**src/rtl/perf_pkg.sv**
```systemverilog
// Shared types and default widths for the performance-monitoring slice
// (transaction trackers and the counter bank they feed).
package perf_pkg;

  typedef enum logic [1:0] {
    IDLE,
    WAIT_RESP,
    HOLD
  } trk_state_t;

  localparam int unsigned LAT_W_DEF         = 16;
  localparam int unsigned HIT_LAT_DEF       = 0;
  localparam bit          HOLD_ON_STALL_DEF = 1'b1;

endpackage

```
**src/rtl/sat_counter.sv**
```systemverilog
// Saturating up-counter with synchronous load.
//   clk, rst  : clock, synchronous active-high reset (q -> 0)
//   load      : load load_val (has priority over inc)
//   load_val  : value to load
//   inc       : increment by one, sticking at all-ones
//   q         : current count
//   at_max    : q is all-ones (further increments are ignored)
module sat_counter #(
  parameter int unsigned W = 16
) (
  input  logic         clk,
  input  logic         rst,
  input  logic         load,
  input  logic [W-1:0] load_val,
  input  logic         inc,
  output logic [W-1:0] q,
  output logic         at_max
);

  assign at_max = (q == '1);

  always_ff @(posedge clk) begin
    if (rst) begin
      q <= '0;
    end else if (load) begin
      q <= load_val;
    end else if (inc && !at_max) begin
      q <= q + W'(1);
    end
  end

endmodule

```
**src/rtl/mem_req_event_tracker.sv**
```systemverilog
// Per-port request/response tracker. Turns raw read/write/resp/stall levels
// of one cache or memory port into single-cycle event pulses for the
// performance counter bank, plus per-transaction and maximum latency.
//   clk, rst        : clock, synchronous active-high reset
//   clr             : clear max_latency only
//   req_read/write  : port request levels
//   resp            : port response
//   consumer_stall  : owning pipeline stage is stalled
//   evt_read/write  : transaction accepted (both may fire for one transaction)
//   evt_hit/miss    : completion within / beyond HIT_LAT cycles of accept
//   evt_done        : completion (always with exactly one of hit/miss)
//   done_latency    : latency of last completed transaction (held)
//   max_latency     : largest done_latency since rst or clr
//   busy            : transaction outstanding or holding for stall release
module mem_req_event_tracker
  import perf_pkg::*;
#(
  parameter int unsigned LAT_W         = LAT_W_DEF,
  parameter int unsigned HIT_LAT       = HIT_LAT_DEF,
  parameter bit          HOLD_ON_STALL = HOLD_ON_STALL_DEF
) (
  input  logic             clk,
  input  logic             rst,
  input  logic             clr,
  input  logic             req_read,
  input  logic             req_write,
  input  logic             resp,
  input  logic             consumer_stall,
  output logic             evt_read,
  output logic             evt_write,
  output logic             evt_hit,
  output logic             evt_miss,
  output logic             evt_done,
  output logic [LAT_W-1:0] done_latency,
  output logic [LAT_W-1:0] max_latency,
  output logic             busy
);

  // Hit threshold on the completed latency, one bit wider so HIT_LAT+1 fits.
  localparam logic [LAT_W:0] HIT_LIM = (LAT_W + 1)'(HIT_LAT + 1);

  trk_state_t       state_q, state_d;
  logic             accept, complete, lat_load, lat_inc;
  logic             lat_at_max, is_hit;
  logic [LAT_W-1:0] lat_q, done_val;
  trk_state_t       after_done;

  sat_counter #(.W(LAT_W)) u_lat (
    .clk      (clk),
    .rst      (rst),
    .load     (lat_load),
    .load_val (LAT_W'(1)),
    .inc      (lat_inc),
    .q        (lat_q),
    .at_max   (lat_at_max)
  );

  assign after_done = (HOLD_ON_STALL && consumer_stall) ? HOLD : IDLE;
  assign is_hit     = ({1'b0, done_val} <= HIT_LIM);

  always_comb begin
    state_d  = state_q;
    accept   = 1'b0;
    complete = 1'b0;
    lat_load = 1'b0;
    lat_inc  = 1'b0;
    done_val = '0;
    unique case (state_q)
      IDLE: begin
        if (req_read || req_write) begin
          accept   = 1'b1;
          lat_load = 1'b1;
          if (resp) begin
            complete = 1'b1;
            done_val = LAT_W'(1);
            state_d  = after_done;
          end else begin
            state_d  = WAIT_RESP;
          end
        end
      end
      WAIT_RESP: begin
        if (resp) begin
          complete = 1'b1;
          done_val = lat_at_max ? lat_q : lat_q + LAT_W'(1);
          state_d  = after_done;
        end else begin
          lat_inc  = 1'b1;
        end
      end
      HOLD: begin
        if (!consumer_stall) state_d = IDLE;
      end
      default: state_d = IDLE;
    endcase
  end

  always_ff @(posedge clk) begin
    if (rst) begin
      state_q      <= IDLE;
      evt_read     <= 1'b0;
      evt_write    <= 1'b0;
      evt_hit      <= 1'b0;
      evt_miss     <= 1'b0;
      evt_done     <= 1'b0;
      done_latency <= '0;
      max_latency  <= '0;
    end else begin
      state_q   <= state_d;
      evt_read  <= accept & req_read;
      evt_write <= accept & req_write;
      evt_done  <= complete;
      evt_hit   <= complete & is_hit;
      evt_miss  <= complete & ~is_hit;
      if (complete) done_latency <= done_val;
      // clr discards the old maximum but never the latency completing now.
      if (complete) begin
        if (clr || (done_val > max_latency)) max_latency <= done_val;
      end else if (clr) begin
        max_latency <= '0;
      end
    end
  end

  assign busy = (state_q != IDLE);

endmodule

```
**config.mk**
```make
export PLATFORM = sky130hd
export DESIGN_NAME = mem_req_event_tracker
export DESIGN_NICKNAME = d
export VERILOG_FILES = /design/src/rtl/perf_pkg.sv /design/src/rtl/sat_counter.sv /design/src/rtl/mem_req_event_tracker.sv
export SDC_FILE = /design/constraint.sdc
export NUM_CORES = 1
export LEC_CHECK = 0
export BUFFER_PORTS_ARGS = -buffer_cell sky130_fd_sc_hd__buf_2
export CAP_MARGIN = 0
export CORE_UTILIZATION = 40
export CTS_CLUSTER_SIZE = 20
export DETAILED_ROUTE_END_ITERATION = 7
export HOLD_SLACK_MARGIN = 0.08
export PLACE_DENSITY = 0.58
export SLEW_MARGIN = 10
export SYNTH_ARGS = -nofsm -noshare
export SYNTH_HDL_FRONTEND = slang
export SYNTH_HIERARCHICAL = 1
export SYNTH_SLANG_ARGS = --single-unit
export TNS_END_PERCENT = 1
```
**constraint.sdc**
```tcl
create_clock -name clk -period 11.84 [get_ports clk]
set_clock_uncertainty 0.2 [all_clocks]
set_input_delay 1.184 -clock clk [delete_from_list [all_inputs] [get_ports clk]]
set_output_delay 1.184 -clock clk [all_outputs]
set_load 0.02 [all_outputs]
```
==> key figures, run 1 <==
Worst setup path
  • CP Max Fanout: 18
  • Slowest-stage cell, CP: a211oi_2
  • Critical Path Max Stage Delay: 1080 ps
  • Buffers plus inverters on the worst setup path: 2
  • CP Class: reg2reg
  • CP endpoint kind: flip-flop
  • CP cell instances: nand4_1 -> nor3_1 -> nand2_1 -> inv_1 -> nand3b_1 -> nor4_1 -> mux2i_1 -> clkinv_1 -> ha_1 -> and4_1 -> a211oi_1 -> o21ai_1 -> a211oi_2 -> nor2_1 -> o31ai_1
  • Critical Path AT: 5560 ps
  • Dominant delay contributor by cell family on the critical path: simple AND/OR/NAND/NOR gates
  • Data required time of the critical path: 11880 ps
  • Critical Path Source Type: flip-flop

Clocking
  • Post-CTS Setup Bufs: 0
  • CTS Buf Count: 5
  • Clk_lat worst skew: 320 ps
  • Clock root cell: clkbuf_8
  • Clock transition at path regs: 110 ps
  • Hold_buf cts: 0
  • CTS tree: built
  • Clk sinks: 55
  • H-Tree Depth: 2
  • Clk buf depth: 2
  • Cts repair resizes: 0

Timing
  • Final hold viol count: 0
  • Max-slew violations: 0
  • Slew margin rel.: 0.1113
  • Unrepaired setup endpoints after global routing: no
  • Crit path time final: 5527 ps
  • Slew @ Worst Pin: 1331 ps
  • Final setup vio count: 0
  • Fmax achieved: 0.1809 GHz
  • Fin Hold WS: 258.5 ps
  • Worst Setup Slack, final: 6313 ps
  • Setup TNS: 0 ps
  • Tcrit/Tclk final: 0.4668

Place
  • Place WS: 6503 ps
  • Dpl cell area: 3794 µm²
  • DP Wirelength: 6429 µm
  • IO Port Bufs: 44
  • Placer Congestion: 0.8506

Global route
  • Largest net degree at the start of global routing: 57
  • Number of global-route vias before repair: 3012
  • Global-route wire length before repair: 14990 µm
  • Grt total ovfl: 0
  • GRT Overall Usage: 0.2082
  • Initial antenna violation count: 0

Detailed routing
  • Detail Route Antenna Nets: 0
  • DRC viols: 0
  • WL/cell: 15.46 µm
  • Pre-Repair DR Iteration Count: 5
  • Drt total wl: 9134 µm
  • Vias: 3348
  • DRT iter0 DRCs: 186
  • Routed vias/inst: 5.665

Synth
  • Cells after Synth: 439
  • Seq cells post-synth: 55
  • Cell variety after synth: 74
  • Most common flop cell mapped by yosys: dfxtp_1
  • Post-synthesis sequential area ratio: 0.3154
  • Synth async-reset ratio: 0
  • Synthesized area per cell: 7.952 µm²
  • Synth Warn #: 6
  • Netlist Area Pre-Place: 3491 µm²
  • EDFF count, synth: 0

Floorplan
  • Initial Util: 0.4185
  • # IOs: 45
  • Rows: 33
  • Die Y-Extent: 95.42 µm
  • Total core area: 8341 µm²
  • Die Area: 9105 µm²
  • Die X: 95.42 µm

Finish
  • Layout filler cell count: 886
  • Commonest non-fill, non-tap cell in the layout: dfxtp_1
  • Syn-to-layout area delta: 11.97%
  • Layout cells sized above 1: 0.1646
  • Number of diodes: 0
  • Post-route cell area: 3909 µm²
  • Final Net Count: 510
  • Final core occ: 0.4686
  • Most frequent cells in the layout: dfxtp_1, a21oi_1, buf_2, inv_1, nor2_1

Pwr
  • Max VDD drop: 0.00007404 V
  • Power Density: 106.8 nW/µm²
  • P_leak: 0.001600 µW

Flow run
  • Number of max-cap violations: 0

Run status
  • Outcome: complete, no violations

Hold path
  • Hold Crit Class: reg2reg
Yosys cell counts, types with 6 or more instances:
| cell type | instances | area share |
|---|---|---|
| inv_1 | 37 | 0.040 |
| o21ai_1 | 17 | 0.024 |
| a21oi_1 | 46 | 0.066 |
| nor2_1 | 32 | 0.034 |
| nand4_1 | 10 | 0.018 |
| nand2_1 | 29 | 0.031 |
| a311oi_1 | 6 | 0.015 |
| nor4_1 | 10 | 0.018 |
| o31ai_1 | 8 | 0.017 |
| ha_1 | 18 | 0.065 |
| nand3_1 | 23 | 0.033 |
| o21ai_0 | 7 | 0.010 |
| buf_2 | 6 | 0.0086 |
| clkbuf_1 | 11 | 0.012 |
| dfxtp_1 | 55 | 0.32 |
| nor3_1 | 7 | 0.010 |
logic make-up (layout without fill, tap and decap cells):
| logic type | after synthesis | count (layout) | synth area share |
|---|---|---|---|
| AO/OA/AOI/OAI | 128 | 128 | 0.2373 |
| XOR/XNOR | 7 | 7 | 0.01756 |
| adder cells (fa/ha/maj) | 18 | 18 | 0.06452 |
| buffers and inverters | 63 | 96 | 0.08065 |
| flip-flops | 55 | 55 | 0.3154 |
| multiplexers | 4 | 4 | 0.01219 |
| other | 2 | 16 | 0.002151 |
| AND/OR/NAND/NOR | 162 | 162 | 0.2703 |
layer usage:
metal	global-route usage	wire length, µm	vias to the layer above
met3	0.02552	337	7
met5	0	0	-
met4	0.03980	62	0
li1	-	-	1701
met1	0.3094	4717	1569
met2	0.3214	4016	71
tightest hold or removal path, cell delays in order, from the launching register on:
cell and delay, ps:
dfxtp_1 320, nand2_1 50, a21oi_1 50
power by group:
part | switching (µW) | leakage, µW | internal, µW
sequential | 18.6 | 0.000449 | 193
combinational | 47.5 | 0.00110 | 26.0
clock | 68.2 | 0.0000548 | 63.9
total | 134 | 0.00160 | 283
state kept, by name (all words and copies together) (netlist names):
| name | count |
|---|---|
| evt_write | 1 |
| evt_read | 1 |
| evt_done | 1 |
| evt_miss | 1 |
| state_q | 2 |
| u_lat/q | 16 |
| max_latency | 16 |
| done_latency | 16 |
| evt_hit | 1 |
layout make-up:
cell class                 count  area, µm²  share of cell area
clock buffer                   5      68.82             0.01761
timing repair buffer          48      250.2             0.06402
sequential                    55       1101              0.2817
inverter                      40      150.1             0.03841
clock inverter                 3      46.29             0.01184
tap                          105      131.4             0.03361
multi-input combinational    335       2161              0.5528
stage by stage:
| stage | total power, µW | std cells |
|---|---|---|
| 6_report | 417.5 | 591 |
| 5_1_grt | 436.5 | 591 |
| 4_1_cts | 420.9 | 591 |
| 3_5_place_dp | 288.4 | 583 |
| 3_3_place_gp | 287.2 | 583 |
| 2_1_floorplan | 266.7 | 453 |
final timing paths:
kind / from / endpoint / slack, ps / cells past startpoint
worst max-delay path: u_lat/q[12] / max_latency[5] / 6310 / 15
worst max register to register: u_lat/q[12] / max_latency[5] / 6310 / 15
worst min register to register: done_latency[11] / done_latency[11] / 260 / 2
worst min-delay path: done_latency[11] / done_latency[11] / 260 / 2
No activity file was read; power rests on OpenSTA's default activity.
==> run 2, diff against run 1 <==
PLACE_DENSITY = 0.6   (was 0.58)
clock period = 4.44 ns   (was 11.84 ns; I/O delays follow)
==> key figures, run 2 (same netlist as run 1, synthesis figures left out) <==
Finish
  • Layout Cells excl Fill: 615
  • Commonest non-fill, non-tap cell in the layout: dfxtp_1
  • Syn-to-layout area delta: 20.32%
  • Most frequent cells in the layout: dfxtp_1, a21oi_1, buf_2, inv_1, nor2_1
  • Post-route cell area: 4200 µm²
  • Final Net Count: 534
  • Layout cells sized above 1: 0.2333
  • Final core occ: 0.5036
  • Regs by FF count: done_latency: 16 flops, max_latency: 16 flops, u_lat/q: 16 flops
  • Number of diodes: 0
  • Layout filler cell count: 836

Floorplan
  • Total core area: 8341 µm²
  • Initial Util: 0.4185
  • # IOs: 45
  • Rows: 33
  • Die X: 95.42 µm
  • Die Y-Extent: 95.42 µm
  • Die Area: 9105 µm²

Global route
  • Initial antenna violation count: 0
  • Grt total ovfl: 0
  • GRT Overall Usage: 0.2121
  • Global-route wire length before repair: 14960 µm
  • Largest net degree at the start of global routing: 57
  • Number of global-route vias before repair: 3096

Timing
  • Slew @ Worst Pin: 1044 ps
  • Fmax achieved: 0.2339 GHz
  • Final hold viol count: 0
  • Worst Setup Slack, final: 165.1 ps
  • Max-slew violations: 0
  • Crit path time final: 4275 ps
  • Slew margin rel.: 0.3041
  • Tcrit/Tclk final: 0.9628
  • Final setup vio count: 0

Worst setup path
  • Critical Path Max Stage Delay: 500 ps
  • Slowest-stage cell, CP: or4_1
  • Critical Path AT: 4310 ps
  • R2r endpoint: max_latency[14]
  • CP Class: reg2reg
  • CP Max Fanout: 5
  • Critical Path Source Type: flip-flop
  • Dominant delay contributor by cell family on the critical path: simple AND/OR/NAND/NOR gates
  • CP cell instances: ha_1 -> and4_2 -> nand2_1 -> inv_1 -> nand3b_1 -> buf_4 -> o31a_1 -> o21ai_2 -> inv_1 -> ha_1 -> nand4_1 -> or4_4 -> a21oi_4 -> a211oi_2 -> or4_1 -> o31ai_1
  • Data required time of the critical path: 4470 ps
  • CP endpoint kind: flip-flop
  • R2R cell count: 16
  • Buffers plus inverters on the worst setup path: 3
  • Worst reg2reg startpoint: u_lat/q[0]
  • R2r setup slk: 170 ps

Detailed routing
  • Pre-Repair DR Iteration Count: 4
  • Drt total wl: 9667 µm
  • DRT iter0 DRCs: 136
  • DRC viols: 0
  • Detail Route Antenna Nets: 0
  • Routed vias/inst: 5.714
  • Vias: 3514
  • WL/cell: 15.72 µm

Pwr
  • Power Density: 280.7 nW/µm²
  • Final Power: 1179 µW
  • P_leak: 0.001755 µW
  • Max VDD drop: 0.0001500 V

Clocking
  • Clk_lat worst skew: 320 ps
  • Clk sinks: 55
  • H-Tree Depth: 2
  • Clock root cell: clkbuf_8
  • CTS Buf Count: 5
  • Clk buf depth: 2
  • CTS tree: built
  • Clock transition at path regs: 100 ps

Hold path
  • Hold Crit Class: in2reg
  • WHS Path Cells: 2
  • HP Start: resp
  • Hold endpoint: state_q[0]

Run status
  • Outcome: complete, no violations

Place
  • Placer Congestion: 0.8936
  • Dpl cell area: 3921 µm²
  • DP Wirelength: 6661 µm
  • Dpl cells: 600
  • IO Port Bufs: 44
  • Place WS: -97.67 ps

Flow run
  • Number of max-cap violations: 0
[run 2: power by group]
part           total, µW  leakage (µW)  switching, µW  internal [µW]
registers            534      0.000450           17.5            516
clock network        362     0.0000618            176            186
logic                283       0.00124            181            102
[run 2: cell type report]
class	instances	area, µm²	share of cell area
Sequential cell	55	1105	0.2630
Tap cell	105	131.4	0.03128
Multi-Input combinational cell	337	2277	0.5421
Clock buffer	6	82.58	0.01966
Inverter	40	150.1	0.03575
Clock inverter	2	38.79	0.009234
Timing Repair Buffer	70	415.4	0.09890
[run 2: worst register-to-register path, cell delays in order (launching register included)]
cell and delay, ps:
dfxtp_1 330, ha_1 220, and4_2 270, nand2_1 120, inv_1 90, nand3b_1 280
buf_4 220, o31a_1 300, o21ai_2 190, inv_1 90, ha_1 300, nand4_1 140
or4_4 480, a21oi_4 250, a211oi_2 130, or4_1 500, o31ai_1 80
[run 2: how the worst max path moves through the flow]
stage / start / end / slack (ps) / cells after the start
finish: u_lat/q[0] / max_latency[14] / 170 / 16
global route: u_lat/q[0] / max_latency[14] / -40 / 15
CTS: u_lat/q[0] / max_latency[5] / 30 / 15
detailed placement: u_lat/q[0] / max_latency[5] / -100 / 15
global placement: u_lat/q[0] / max_latency[14] / 30 / 15
floorplan: u_lat/q[0] / max_latency[14] / 200 / 16
[run 2: timing repair]
action	4_1_cts	5_1_grt
buffers inserted	0	5
cloned	0	2
resized for setup	3	18
pin swaps	0	3
setup endpoints to repair	16	16
hold buffers	0	0
[run 2: routing by layer]
metal	up-vias	global-route usage	part of all wire
met5	-	0	0
met4	0	0.06219	0.011
met3	9	0.02632	0.044
met2	73	0.3429	0.46
met1	1693	0.2941	0.48
li1	1739	-	-
[run 2: metrics by stage]
| stage | hold WS, ps | setup TNS, ps |
|---|---|---|
| floorplan | 277.8 | 0 |
| global placement | 241.3 | 0 |
| detailed placement | 244.0 | -265.8 |
| CTS | 128.9 | 0 |
| global route | 139.4 | -49.69 |
| finish | 140.4 | 0 |
==> run 3, diff against run 2 <==
CORE_UTILIZATION = 53   (was 40)
PLACE_DENSITY = 0.76   (was 0.6)
==> key figures, run 3 (same netlist as run 1, synthesis figures left out) <==
Worst setup path
  • Worst reg2reg startpoint: u_lat/q[2]
  • Critical Path Source Type: flip-flop
  • Data required time of the critical path: 4470 ps
  • Critical Path AT: 4270 ps
  • CP endpoint kind: flip-flop
  • R2R cell count: 16
  • Worst Setup EP: max_latency[14]
  • R2r endpoint: max_latency[14]
  • Critical Path Start: u_lat/q[2]
  • CP Max Fanout: 18
  • R2r setup slk: 210 ps
  • CP Class: reg2reg

Pwr
  • Cell-internal power: 717.5 µW
  • Power Density: 264.2 nW/µm²
  • Max VDD drop: 0.0001594 V
  • Sequential Power Share: 0.499
  • Switching pwr: 348.1 µW
  • Combinational fraction of design power: 0.233
  • Sw Share: 0.3267
  • Clock power frac: 0.268
  • P_leak: 0.001709 µW

Finish
  • Layout filler cell count: 583
  • Syn-to-layout area delta: 15.52%
  • Layout Cells excl Fill: 584
  • Most frequent cells in the layout: dfxtp_1, a21oi_1, buf_2, inv_1, nor2_1
  • Regs by FF count: done_latency: 16 flops, max_latency: 16 flops, u_lat/q: 16 flops
  • Multi-input logic area: 2187 µm²
  • Number of diodes: 0
  • Final Net Count: 531
  • Commonest non-fill, non-tap cell in the layout: dfxtp_1
  • Storage cell area: 1102 µm²
  • Layout cells sized above 1: 0.2071

Place
  • Dpl cells: 573
  • IO Port Bufs: 44
  • Placer Congestion: 0.8896
  • DP Wirelength: 6337 µm

Detailed routing
  • Wire length on met1: 4034 µm
  • Vias: 3482
  • Pre-Repair DR Iteration Count: 5
  • Drt total wl: 8723 µm
  • DRC viols: 0
  • WL/cell: 14.94 µm
  • Met2 WL: 3973 µm
  • Routed length on met3: 615 µm
  • Detail Route Antenna Nets: 0
  • DRT iter0 DRCs: 247
  • Routed vias/inst: 5.962
  • Uppermost layer routed: met4

Run status
  • Outcome: complete, no violations

Timing
  • Max-slew violations: 0
  • Final hold viol count: 0
  • Final setup vio count: 0
  • Fmax achieved: 0.2363 GHz
  • Tcrit/Tclk final: 0.9533
  • Slew margin rel.: 0.3246
  • Crit path time final: 4233 ps
  • Setup TNS: 0 ps
  • Unrepaired setup endpoints after global routing: no
  • Slew @ Worst Pin: 1013 ps
  • Fin Hold WS: 145.0 ps

Global route
  • Number of global-route vias before repair: 3251
  • GRT Overall Usage: 0.2613
  • Grt total ovfl: 0
  • Global-route wire length before repair: 15060 µm
  • Initial antenna violation count: 0
  • Largest net degree at the start of global routing: 57

Clocking
  • H-Tree Depth: 2
  • Clk sinks: 55
  • Clk_lat worst skew: 310 ps
  • Clock transition at path regs: 100 ps
  • CTS tree: built
  • CTS Buf Count: 5
  • Clock root cell: clkbuf_8
  • Clk buf depth: 2

Floorplan
  • Initial Util: 0.5498
  • Total core area: 6350 µm²
  • Die Area: 6915 µm²
  • Rows: 29
  • Die Y-Extent: 83.16 µm
  • # IOs: 45
  • Die X: 83.16 µm

Flow run
  • Number of max-cap violations: 0

Hold path
  • Hold Crit Class: in2reg
==> run 3: repair_timing <==
item	in CTS	in global routing
endpoints found under the setup margin	0	16
hold buffers	0	0
gates resized for setup	0	6
setup buffers	0	3
==> run 3: critical path, cell delays in order, from the launching register on <==
cell and delay, ps:
dfxtp_1 320, and3_1 220, and4_2 280, nand2_1 120, inv_1 70, nand3b_1 240
nor4_1 380, mux2i_1 340, inv_2 90, ha_1 340, nand4_1 130, or4_4 450
a21oi_2 170, a211oi_2 60, buf_4 210, or4_1 470, o31ai_1 70
==> run 3: worst min path at each step <==
| stage | from | endpoint | slack [ps] | depth (start not counted) |
|---|---|---|---|---|
| global route | resp | state_q[0] | 170 | 2 |
| detailed placement | done_latency[9] | done_latency[9] | 240 | 2 |
| finish | resp | state_q[0] | 140 | 2 |
| CTS | resp | state_q[0] | 140 | 2 |
| floorplan | state_q[1] | state_q[0] | 280 | 1 |
| global placement | done_latency[15] | done_latency[15] | 240 | 2 |
==> run 3: power by group through the flow <==
stage               Combinational [µW]  Clock [µW]  Sequential (µW)
finish                             248         286              532
global route                       274         305              535
CTS                                241         293              531
detailed placement                 240           0              543
global placement                   235           0              542
floorplan                          143           0              568
==> run 3: area by class of cell <==
| type | instances | area share |
|---|---|---|
| Tap cell | 77 | 0.02389 |
| Multi-Input combinational cell | 335 | 0.5424 |
| Clock inverter | 2 | 0.004034 |
| Sequential cell | 55 | 0.2733 |
| Clock buffer | 6 | 0.01800 |
| Inverter | 40 | 0.03723 |
| Timing Repair Buffer | 69 | 0.1011 |
==> run 3: metal layers <==
layer,track usage,vias up
met5,0,-
met3,0.04374,9
met1,0.3543,1616
met2,0.4262,126
met4,0.07680,0
li1,-,1731
==> run 3: stage by stage <==
stage	setup WS, ps	area [µm²]	power (µW)	utilization
after floorplan	199.1	3543	711.3	-
after global placement	259.5	3894	777.0	0.6132
after detailed placement	87.64	3894	782.2	0.6132
after CTS	51.37	3983	1065	0.6272
after global routing	8.646	4033	1114	0.6351
final	207.4	4033	1066	0.6351
